## config.mk

```make
export PLATFORM = sky130hd
export DESIGN_NAME = uart_tx_scheduler_flat
export DESIGN_NICKNAME = d
export VERILOG_FILES = /design/src/rtl/uart_tx_sched_pkg.sv /design/src/rtl/uart_tx_scheduler_if.sv /design/src/rtl/rr_arb2.sv /design/src/rtl/uart_tx_scheduler.sv /design/src/flat_wrapper.sv
export SDC_FILE = /design/constraint.sdc
export NUM_CORES = 1
export LEC_CHECK = 0
export CORE_ASPECT_RATIO = 0.9
export CORE_MARGIN = 4
export CORE_UTILIZATION = 40
export CTS_BUF_LIST = sky130_fd_sc_hd__clkbuf_8
export CTS_CLUSTER_SIZE = 40
export DETAILED_ROUTE_END_ITERATION = 16
export DONT_BUFFER_PORTS = 1
export GPL_TIMING_DRIVEN = 0
export PLACE_DENSITY_LB_ADDON = 0.15
export SLEW_MARGIN = 40
export SYNTH_ARGS = -nofsm -noshare
export SYNTH_HDL_FRONTEND = slang
export SYNTH_HIERARCHICAL = 1
export SYNTH_SLANG_ARGS = --single-unit
```

## constraint.sdc

```tcl
create_clock -name clk -period 7.43 [get_ports clk]
set_input_delay 1.486 -clock clk [delete_from_list [all_inputs] [get_ports clk]]
set_output_delay 1.486 -clock clk [all_outputs]
set_load 0.02 [all_outputs]
```

## src/rtl/uart_tx_sched_pkg.sv

```systemverilog
// Shared types and constants for the UART transmit scheduler.
// Holds the FSM state encoding, byte/word widths and the default WAIT-state timeout.
package uart_tx_sched_pkg;

    localparam int BYTE_W          = 8;
    localparam int WORD_W          = 16;
    localparam int TIMEOUT_DEFAULT = 1024;

    typedef enum logic [2:0] {
        S_IDLE,
        S_SEND_HI,
        S_WAIT_HI,
        S_SEND_LO,
        S_WAIT_LO
    } sched_state_t;

endpackage

```

## src/rtl/uart_tx_scheduler_if.sv

```systemverilog
// Bundle of the two requester handshakes, the UART transmitter handshake and status flags.
// The slave modport is the scheduler's view; master is the surrounding system's view.
interface uart_tx_scheduler_if;
    import uart_tx_sched_pkg::*;

    logic              req0_valid;
    logic [WORD_W-1:0] req0_data;
    logic              req0_ready;
    logic              req1_valid;
    logic [WORD_W-1:0] req1_data;
    logic              req1_ready;
    logic              tx_busy;
    logic              tx_start;
    logic [BYTE_W-1:0] tx_data;
    logic              sched_busy;
    logic              grant_id;
    logic              timeout_err;

    modport master (
        output req0_valid, req0_data, req1_valid, req1_data, tx_busy,
        input  req0_ready, req1_ready, tx_start, tx_data, sched_busy, grant_id, timeout_err
    );

    modport slave (
        input  req0_valid, req0_data, req1_valid, req1_data, tx_busy,
        output req0_ready, req1_ready, tx_start, tx_data, sched_busy, grant_id, timeout_err
    );

endinterface

```

## src/rtl/rr_arb2.sv

```systemverilog
// Two-requester grant logic: round-robin by default, fixed priority to requester 0
// when TX_SCHED_FIXED_PRIO_EN is defined (no pointer register in that build).
module rr_arb2 (
    input  logic       clk,
    input  logic       reset,
    input  logic       i_enable,
    input  logic [1:0] i_req,
    output logic [1:0] o_grant
);

`ifdef TX_SCHED_FIXED_PRIO_EN
    logic w_unused;

    assign w_unused   = clk ^ reset;
    assign o_grant[0] = i_enable & i_req[0];
    assign o_grant[1] = i_enable & i_req[1] & ~i_req[0];
`else
    logic r_lastGrant;
    logic w_pick1;

    // Requester 1 wins when alone, or on a tie when requester 0 was served last.
    assign w_pick1    = i_req[1] & (~i_req[0] | ~r_lastGrant);
    assign o_grant[1] = i_enable & w_pick1;
    assign o_grant[0] = i_enable & i_req[0] & ~w_pick1;

    always_ff @(posedge clk or posedge reset) begin
        if (reset) begin
            r_lastGrant <= 1'b1;
        end else if (|o_grant) begin
            r_lastGrant <= o_grant[1];
        end
    end
`endif

endmodule

```

## src/rtl/uart_tx_scheduler.sv

```systemverilog
// Accepts 16-bit words from two requesters and sends each as two UART bytes, high byte first.
// Arbitration mode is selected by TX_SCHED_FIXED_PRIO_EN inside rr_arb2.
module uart_tx_scheduler
    import uart_tx_sched_pkg::*;
#(
    parameter int TIMEOUT = TIMEOUT_DEFAULT
) (
    input logic                clk,
    input logic                reset,
    uart_tx_scheduler_if.slave bus
);

    localparam int              CNT_W    = $clog2(TIMEOUT + 1);
    localparam logic [CNT_W-1:0] CNT_LAST = CNT_W'(TIMEOUT - 1);

    sched_state_t      r_state;
    logic [WORD_W-1:0] r_buffer;
    logic [CNT_W-1:0]  r_count;
    logic              r_grantId;

    logic [1:0]        w_grant;
    logic              w_arbEn;
    logic              w_inSend;
    logic              w_inWait;
    logic              w_sendNow;
    logic              w_timeout;
    logic [BYTE_W-1:0] w_byte;

    // Grants are only offered from IDLE and are masked while reset is held.
    assign w_arbEn = (r_state == S_IDLE) & ~reset;

    rr_arb2 u_arb (
        .clk      (clk),
        .reset    (reset),
        .i_enable (w_arbEn),
        .i_req    ({bus.req1_valid, bus.req0_valid}),
        .o_grant  (w_grant)
    );

    assign w_inSend  = (r_state == S_SEND_HI) | (r_state == S_SEND_LO);
    assign w_inWait  = (r_state == S_WAIT_HI) | (r_state == S_WAIT_LO);
    assign w_sendNow = w_inSend & ~bus.tx_busy;
    assign w_timeout = w_inWait & bus.tx_busy & (r_count == CNT_LAST);
    assign w_byte    = (r_state == S_SEND_HI) ? r_buffer[WORD_W-1:BYTE_W] : r_buffer[BYTE_W-1:0];

    assign bus.req0_ready  = w_grant[0];
    assign bus.req1_ready  = w_grant[1];
    assign bus.tx_start    = w_sendNow;
    assign bus.tx_data     = w_sendNow ? w_byte : '0;
    assign bus.sched_busy  = (r_state != S_IDLE);
    assign bus.grant_id    = r_grantId;
    assign bus.timeout_err = w_timeout;

    // The WAIT counter is cleared on the SEND->WAIT transition so each WAIT starts from zero.
    always_ff @(posedge clk or posedge reset) begin
        if (reset) begin
            r_state   <= S_IDLE;
            r_buffer  <= '0;
            r_count   <= '0;
            r_grantId <= 1'b0;
        end else begin
            case (r_state)
                S_IDLE: begin
                    if (|w_grant) begin
                        r_buffer  <= w_grant[1] ? bus.req1_data : bus.req0_data;
                        r_grantId <= w_grant[1];
                        r_state   <= S_SEND_HI;
                    end
                end
                S_SEND_HI: begin
                    if (!bus.tx_busy) begin
                        r_count <= '0;
                        r_state <= S_WAIT_HI;
                    end
                end
                S_WAIT_HI: begin
                    if (!bus.tx_busy) begin
                        r_state <= S_SEND_LO;
                    end else if (r_count == CNT_LAST) begin
                        r_state <= S_IDLE;
                    end else begin
                        r_count <= r_count + 1'b1;
                    end
                end
                S_SEND_LO: begin
                    if (!bus.tx_busy) begin
                        r_count <= '0;
                        r_state <= S_WAIT_LO;
                    end
                end
                S_WAIT_LO: begin
                    if (!bus.tx_busy || (r_count == CNT_LAST)) begin
                        r_state <= S_IDLE;
                    end else begin
                        r_count <= r_count + 1'b1;
                    end
                end
                default: r_state <= S_IDLE;
            endcase
        end
    end

endmodule

```

## src/flat_wrapper.sv

```systemverilog
// flat-port wrapper written by rule: the top's interface ports become plain ports
module uart_tx_scheduler_flat import uart_tx_sched_pkg::*;
#(
    parameter int TIMEOUT = TIMEOUT_DEFAULT
)
  (clk, reset, bus_req0_valid, bus_req0_data, bus_req1_valid, bus_req1_data, bus_tx_busy, bus_req0_ready, bus_req1_ready, bus_tx_start, bus_tx_data, bus_sched_busy, bus_grant_id, bus_timeout_err);
  uart_tx_scheduler_if bus_i ();
  input logic clk;
  input logic reset;
  input wire logic [$bits(bus_i.req0_valid)-1:0] bus_req0_valid;
  input wire logic [$bits(bus_i.req0_data)-1:0] bus_req0_data;
  input wire logic [$bits(bus_i.req1_valid)-1:0] bus_req1_valid;
  input wire logic [$bits(bus_i.req1_data)-1:0] bus_req1_data;
  input wire logic [$bits(bus_i.tx_busy)-1:0] bus_tx_busy;
  output wire logic [$bits(bus_i.req0_ready)-1:0] bus_req0_ready;
  output wire logic [$bits(bus_i.req1_ready)-1:0] bus_req1_ready;
  output wire logic [$bits(bus_i.tx_start)-1:0] bus_tx_start;
  output wire logic [$bits(bus_i.tx_data)-1:0] bus_tx_data;
  output wire logic [$bits(bus_i.sched_busy)-1:0] bus_sched_busy;
  output wire logic [$bits(bus_i.grant_id)-1:0] bus_grant_id;
  output wire logic [$bits(bus_i.timeout_err)-1:0] bus_timeout_err;
  assign bus_i.req0_valid = bus_req0_valid;
  assign bus_i.req0_data = bus_req0_data;
  assign bus_i.req1_valid = bus_req1_valid;
  assign bus_i.req1_data = bus_req1_data;
  assign bus_i.tx_busy = bus_tx_busy;
  assign bus_req0_ready = bus_i.req0_ready;
  assign bus_req1_ready = bus_i.req1_ready;
  assign bus_tx_start = bus_i.tx_start;
  assign bus_tx_data = bus_i.tx_data;
  assign bus_sched_busy = bus_i.sched_busy;
  assign bus_grant_id = bus_i.grant_id;
  assign bus_timeout_err = bus_i.timeout_err;
  uart_tx_scheduler #(.TIMEOUT(TIMEOUT)) u_core (.clk(clk), .reset(reset), .bus(bus_i));
endmodule
```

* Yosys cells after proc, flatten, opt, wreduce, memory -nomap -nowiden
Cells that the tools add are included.
Storage, ports and cells: input bits 37, bits in registers 32, output and inout port bits 14, logic and storage cells 61
Operators by class: equality and inequality tests 14, reductions and logical operators 10, bitwise logic cells 16, muxes and demuxes 15, add/sub/neg operators 1
Operator list (number):
- 2-to-1 mux 11 bit | 4
- one-hot mux 11 bit (3 select lines) | 1
- 2-to-1 mux 3 bit | 6
- 2-to-1 mux 16 bit | 1
- 2-to-1 mux 8 bit | 2
- inequality test 2 bit, second input constant | 8
- one-hot mux 3 bit (5 select lines) | 1
- adder 11 x 1 -> 11 bit, second input constant | 1
- equality test 11 x 10 -> 1 bit, second input constant | 1
- AND reduction 5 bit | 2
- bitwise AND 1 bit | 8
- equality test 3 x 2 -> 1 bit, second input constant | 2
- nonzero test 3 bit | 2
- NOT 1 bit | 5
- OR reduction 2 bit | 2
- equality test 3 x 1 -> 1 bit, second input constant | 1
- equality test 3 bit, second input constant | 1
- zero test 3 bit | 1
- inequality test 3 bit, second input constant | 1
- OR 1 bit | 3
- AND reduction 2 bit | 1
- zero test 1 bit | 1
- logical OR 1 bit | 1

* Logic depth before layout (Yosys ltp)
Gate-level depths: netlist of run 1.
depth after elaboration 8, gate-level depth with buffers 12, gate-level depth less buffers 8

* Cells and area by module
Netlist of run 1, hierarchy kept.
Modules (own cells, without submodules):
- uart_tx_scheduler | area each 1796.7 µm², seq. area each 775.7 µm², cells each 201, times used 1
- rr_arb2 | area each 66.3 µm², seq. area each 26.3 µm², cells each 9, times used 1

* Least setup slack after synthesis of run 1
OpenSTA, ideal clock, no wires.
kind in2out, from input bus_tx_busy, to output bus_timeout_err, data required time 5.944 ns, stages on the path 3, slack 3.573 ns, path buffers 0, arrival time 2.371 ns, cells stage by stage nor2b_1 > nand2_1 > nor4_1
Between the ends: cells in the longest elaborated chain, start to end 2
Ends and longest elaborated chain:
- start: declaration | RTL line flat_wrapper.sv:14 | input wire logic [$bits(bus_i.tx_busy)-1:0] bus_tx_busy;
- bitwise AND 1 bit (2 in a row) | RTL line uart_tx_scheduler.sv:43 | assign w_timeout = w_inWait & bus.tx_busy & (r_count == CNT_LAST);
- end: declaration | RTL line flat_wrapper.sv:21 | output wire logic [$bits(bus_i.timeout_err)-1:0] bus_timeout_err;
No other way between the ends.

* Worst setup path in the final report of run 1
from input bus_tx_busy, to output bus_tx_data[0]
Between the ends: cells in the longest elaborated chain, start to end 3
Ends and longest elaborated chain:
- NOT 1 bit | RTL line uart_tx_scheduler.sv:42 | assign w_sendNow = w_inSend & ~bus.tx_busy;
- bitwise AND 1 bit | RTL line uart_tx_scheduler.sv:42
- 2-to-1 mux 8 bit | RTL line uart_tx_scheduler.sv:49 | assign bus.tx_data = w_sendNow ? w_byte : '0;
- end: declaration | RTL line flat_wrapper.sv:18 | output wire logic [$bits(bus_i.tx_data)-1:0] bus_tx_data;
No other way between the ends.

==> results of run 1 <==
## cell families (layout without fill, tap and decap cells)
logic type | Yosys count | after routing | synth area share [%]
simple gates | 80 | 80 | 21.6
mux | 24 | 24 | 12.9
flops | 32 | 32 | 43.0
fa+ha+maj | 1 | 1 | 0.671
compound gates | 52 | 52 | 15.6
xor+xnor | 1 | 1 | 0.470
buf+inv | 20 | 28 | 5.64
## routing by layer
metal,share of wire (%),up-vias,wire length (um),global-route usage [%]
met5,0,-,0,0
met4,1.4,0,60,5.63
met3,7.0,8,296,4.94
met2,42,44,1790,22.6
met1,49,696,2080,22.1
li1,-,747,-,-
## registers in the layout, indices dropped and copies added, names as in the netlist
signal	cells
u_core/u_arb/r_lastGrant	1
u_core/r_count	11
u_core/r_buffer	16
u_core/r_state	3
u_core/bus.grant_id	1
## power groups by stage
| stage | sequential (mW) | clock [mW] | combinational [mW] |
|---|---|---|---|
| final | 0.284 | 0.184 | 0.332 |
| after global routing | 0.293 | 0.199 | 0.376 |
| after CTS | 0.284 | 0.189 | 0.335 |
| after detailed placement | 0.287 | 0 | 0.332 |
| after global placement | 0.286 | 0 | 0.330 |
| after floorplan | 0.278 | 0 | 0.275 |
## cell usage in the layout, fill, tap and decap left out, drive strengths merged, types with 2 or more instances in the layout
cell type	synthesis	final
nor2	35	35
dfrtp	31	31
a21oi	31	31
mux2i	24	24
o21ai	15	15
nand2	14	14
buf	11	11
clkbuf	2	9
inv	7	7
nand3	6	6
nor2b	4	4
nand4	4	4
and4	3	3
or3	2	2
nor3	2	2
and3	2	2
and2	2	2
## cell usage after synthesis (all sizes together)
| cell | number | area, um^2 |
|---|---|---|
| nor2 | 35 | 134 |
| a21oi | 31 | 170 |
| dfrtp | 31 | 776 |
| mux2i | 24 | 240 |
| o21ai | 15 | 75.1 |
| nand2 | 14 | 60.1 |
| buf | 11 | 71.3 |
| inv | 7 | 26.3 |
| nand3 | 6 | 30.0 |
| nand4 | 4 | 31.3 |
| nor2b | 4 | 25.0 |
| and4 | 3 | 28.8 |
| and2 | 2 | 12.5 |
| and3 | 2 | 12.5 |
| clkbuf | 2 | 7.51 |
| nor3 | 2 | 10.0 |
| or3 | 2 | 12.5 |
| a211oi | 1 | 7.51 |
| a21boi | 1 | 7.51 |
| a22o | 1 | 8.76 |
| a31oi | 1 | 6.26 |
| a41oi | 1 | 8.76 |
| and4b | 1 | 10.0 |
| dfstp | 1 | 26.3 |
| ha | 1 | 12.5 |
| nand2b | 1 | 6.26 |
| nor4 | 1 | 6.26 |
| nor4b | 1 | 8.76 |
| o21a | 1 | 7.51 |
| or2 | 1 | 6.26 |
| or3b | 1 | 8.76 |
| xor2 | 1 | 8.76 |
## per-stage QoR
stage | hold slack (ps) | instance area (um^2) | total power [mW] | setup slack, ps
3_3_place_gp | 468 | 1940 | 0.616 | 3370
2_1_floorplan | 433 | 1860 | 0.553 | 3570
4_1_cts | 485 | 2070 | 0.808 | 3560
6_report | 486 | 2070 | 0.800 | 3550
5_1_grt | 503 | 2070 | 0.868 | 3520
3_5_place_dp | 473 | 1950 | 0.620 | 3570
## layout make-up
type / instances / area [um^2] / share of cell area (%)
multi-input combinational: 158 / 962 / 46.4
sequential: 32 / 802 / 38.7
clock buffer: 7 / 96.3 / 4.65
buffer: 13 / 78.8 / 3.80
tap: 62 / 77.6 / 3.74
clock inverter: 1 / 30.0 / 1.45
inverter: 7 / 26.3 / 1.27
## path summary, 6_finish.rpt
path / startpoint / endpoint / slack, ps / depth (start not counted)
setup / recovery: bus_tx_busy / bus_tx_data[0] / 3550 / 3
hold / removal: u_core/r_count[8] / u_core/r_count[8] / 490 / 1
setup reg to reg: u_core/r_state[1] / u_core/r_buffer[8] / 4180 / 10
hold reg to reg: u_core/r_count[8] / u_core/r_count[8] / 490 / 1
max in group asynchronous: reset / u_core/r_count[3] / 5810 / 1
min in group asynchronous: reset / u_core/u_arb/r_lastGrant / 1080 / 1
## worst register-to-register path, stage by stage (launching register included)
cell and delay (ps):
dfrtp_1 360, buf_2 170, or3_1 370, buf_2 190, nor2_1 160, nand2_1 100
a21oi_1 420, buf_2 360, clkbuf_1 560, mux2i_1 330, a21oi_1 100
==> impl_metrics.ini, run 1 <==
[power]
combPwrFrac_pct = 41.5
powerDensity_nw_per_um2 = 386
irDropWorstVdd_mv = 0.154
seq_power_share_pct = 35.5
switching_share_pct = 39.1
p_switching_mw = 0.312
p_leak_nw = 0.862
clkPwrFrac_pct = 23.0
p_int_mw = 0.487

[setup_path]
slowest_stage = nor2_1
crit_arrival_ps = 2390
worst-setup-path-type = primary input to output port
crit_path_start_kind = primary input
slowest_delay_ps = 380
crit_fanout = 10
path_cells = or3b_1 > buf_6 > nor2_1
crit_family = simple AND/OR/NAND/NOR gates
critPathBufInv = 1
end_kind = output port
cp_data_required_time_ps = 5940

[drt]
vias = 1495
ant_nets = 0
post_drt_wl_per_cell_um = 15.1
firstDrtPassIters = 4
drc = 0
routed_via_density = 5.34
drtIter0Drc = 68
routed_wl_um = 4230

[clock_network]
numCtsBuffers = 5
postCtsSetupRepairBufs = 0
worstSkewPairLatency_ps = 280
cts_tree = yes
cts_buffer_depth = 2
cts_resized = 0
clock-sinks = 32
cts_max_level = 2
cts-root-buf = clkbuf_8
path_clk_slew_ps = 70
hold_buffers = 0

[outcome]
outcome = finished, final reports clean

[grt]
grt_pass1_vias = 1462
grt_start_max_net_pins = 32
grt_pass1_wl_um = 7040
antenna_found_initial = 0
overflow = 0
globalRouteTotalUtil_pct = 15.7

[die]
coreArea_um2 = 4490
die_area_um2 = 5820
pin_count = 51
die_w_um = 79.9
start_util_pct = 41.5
num_rows = 23
fp.dieH_um = 72.7

[min_path]
hold_class = flip-flop to flip-flop

[place]
dp_cells = 272
place.gp.congestion = 0.806
dp_hpwl_um = 3010
portBuffers = 0

[synth]
synth_cells = 210
ys_warn_count = 6
synth.distinct_cells = 42
synth_nets = 248
syn-cell-area_um2 = 1860
ys_seq_area_share_pct = 43.0
avgSynthCellArea_um2 = 8.87
synth_seq_cells = 32

[sta]
final_hold_viol_count = 0
timing.final.crit_share_pct = 52.2
tightest_slew_ps = 706
fin_crit_ps = 3880
grt_setup_unrepaired = false
setup_viol = 0
slew_viol_final = 0
fmax_mhz = 258
clock-skew-final_ps = 6.10
fin_setup_tns_ps = 0
slew_headroom_pct = 52.9

[final_layout]
drive_above_1_share_pct = 12.8
syn2layout_area_growth_pct = 11.3
nNetsFinal = 255
nFillCells = 463
instances_no_fill = 280
fin_util_pct = 46.2
n_antenna_cell = 0

[job]
drv_cap = 0
Note: power is estimated with default switching activity, not from simulation.
==> inputs of run 2 (changes only) <==
==> constraint.sdc (replaced) <==
create_clock -name clk -period 3.7 [get_ports clk]
set_input_delay 0.74 -clock clk [delete_from_list [all_inputs] [get_ports clk]]
set_output_delay 0.74 -clock clk [all_outputs]
set_load 0.02 [all_outputs]
==> results of run 2 <==
The final DEF is identical to that of run 1. Status: finished, final reports clean.
Main changes from that run: setup slack after placement 3570 ps -> 435 ps; setup slack after layout 3550 ps -> 446 ps; hold slack 486 ps -> 335 ps; start point of the critical path bus_tx_busy -> u_core/r_state[1]; end point of the critical path bus_tx_data[0] -> u_core/r_buffer[8]; register-to-register setup slack 4180 ps -> 450 ps; total power 0.800 mW -> 1.61 mW; worst IR drop on VDD 0.154 mV -> 0.310 mV
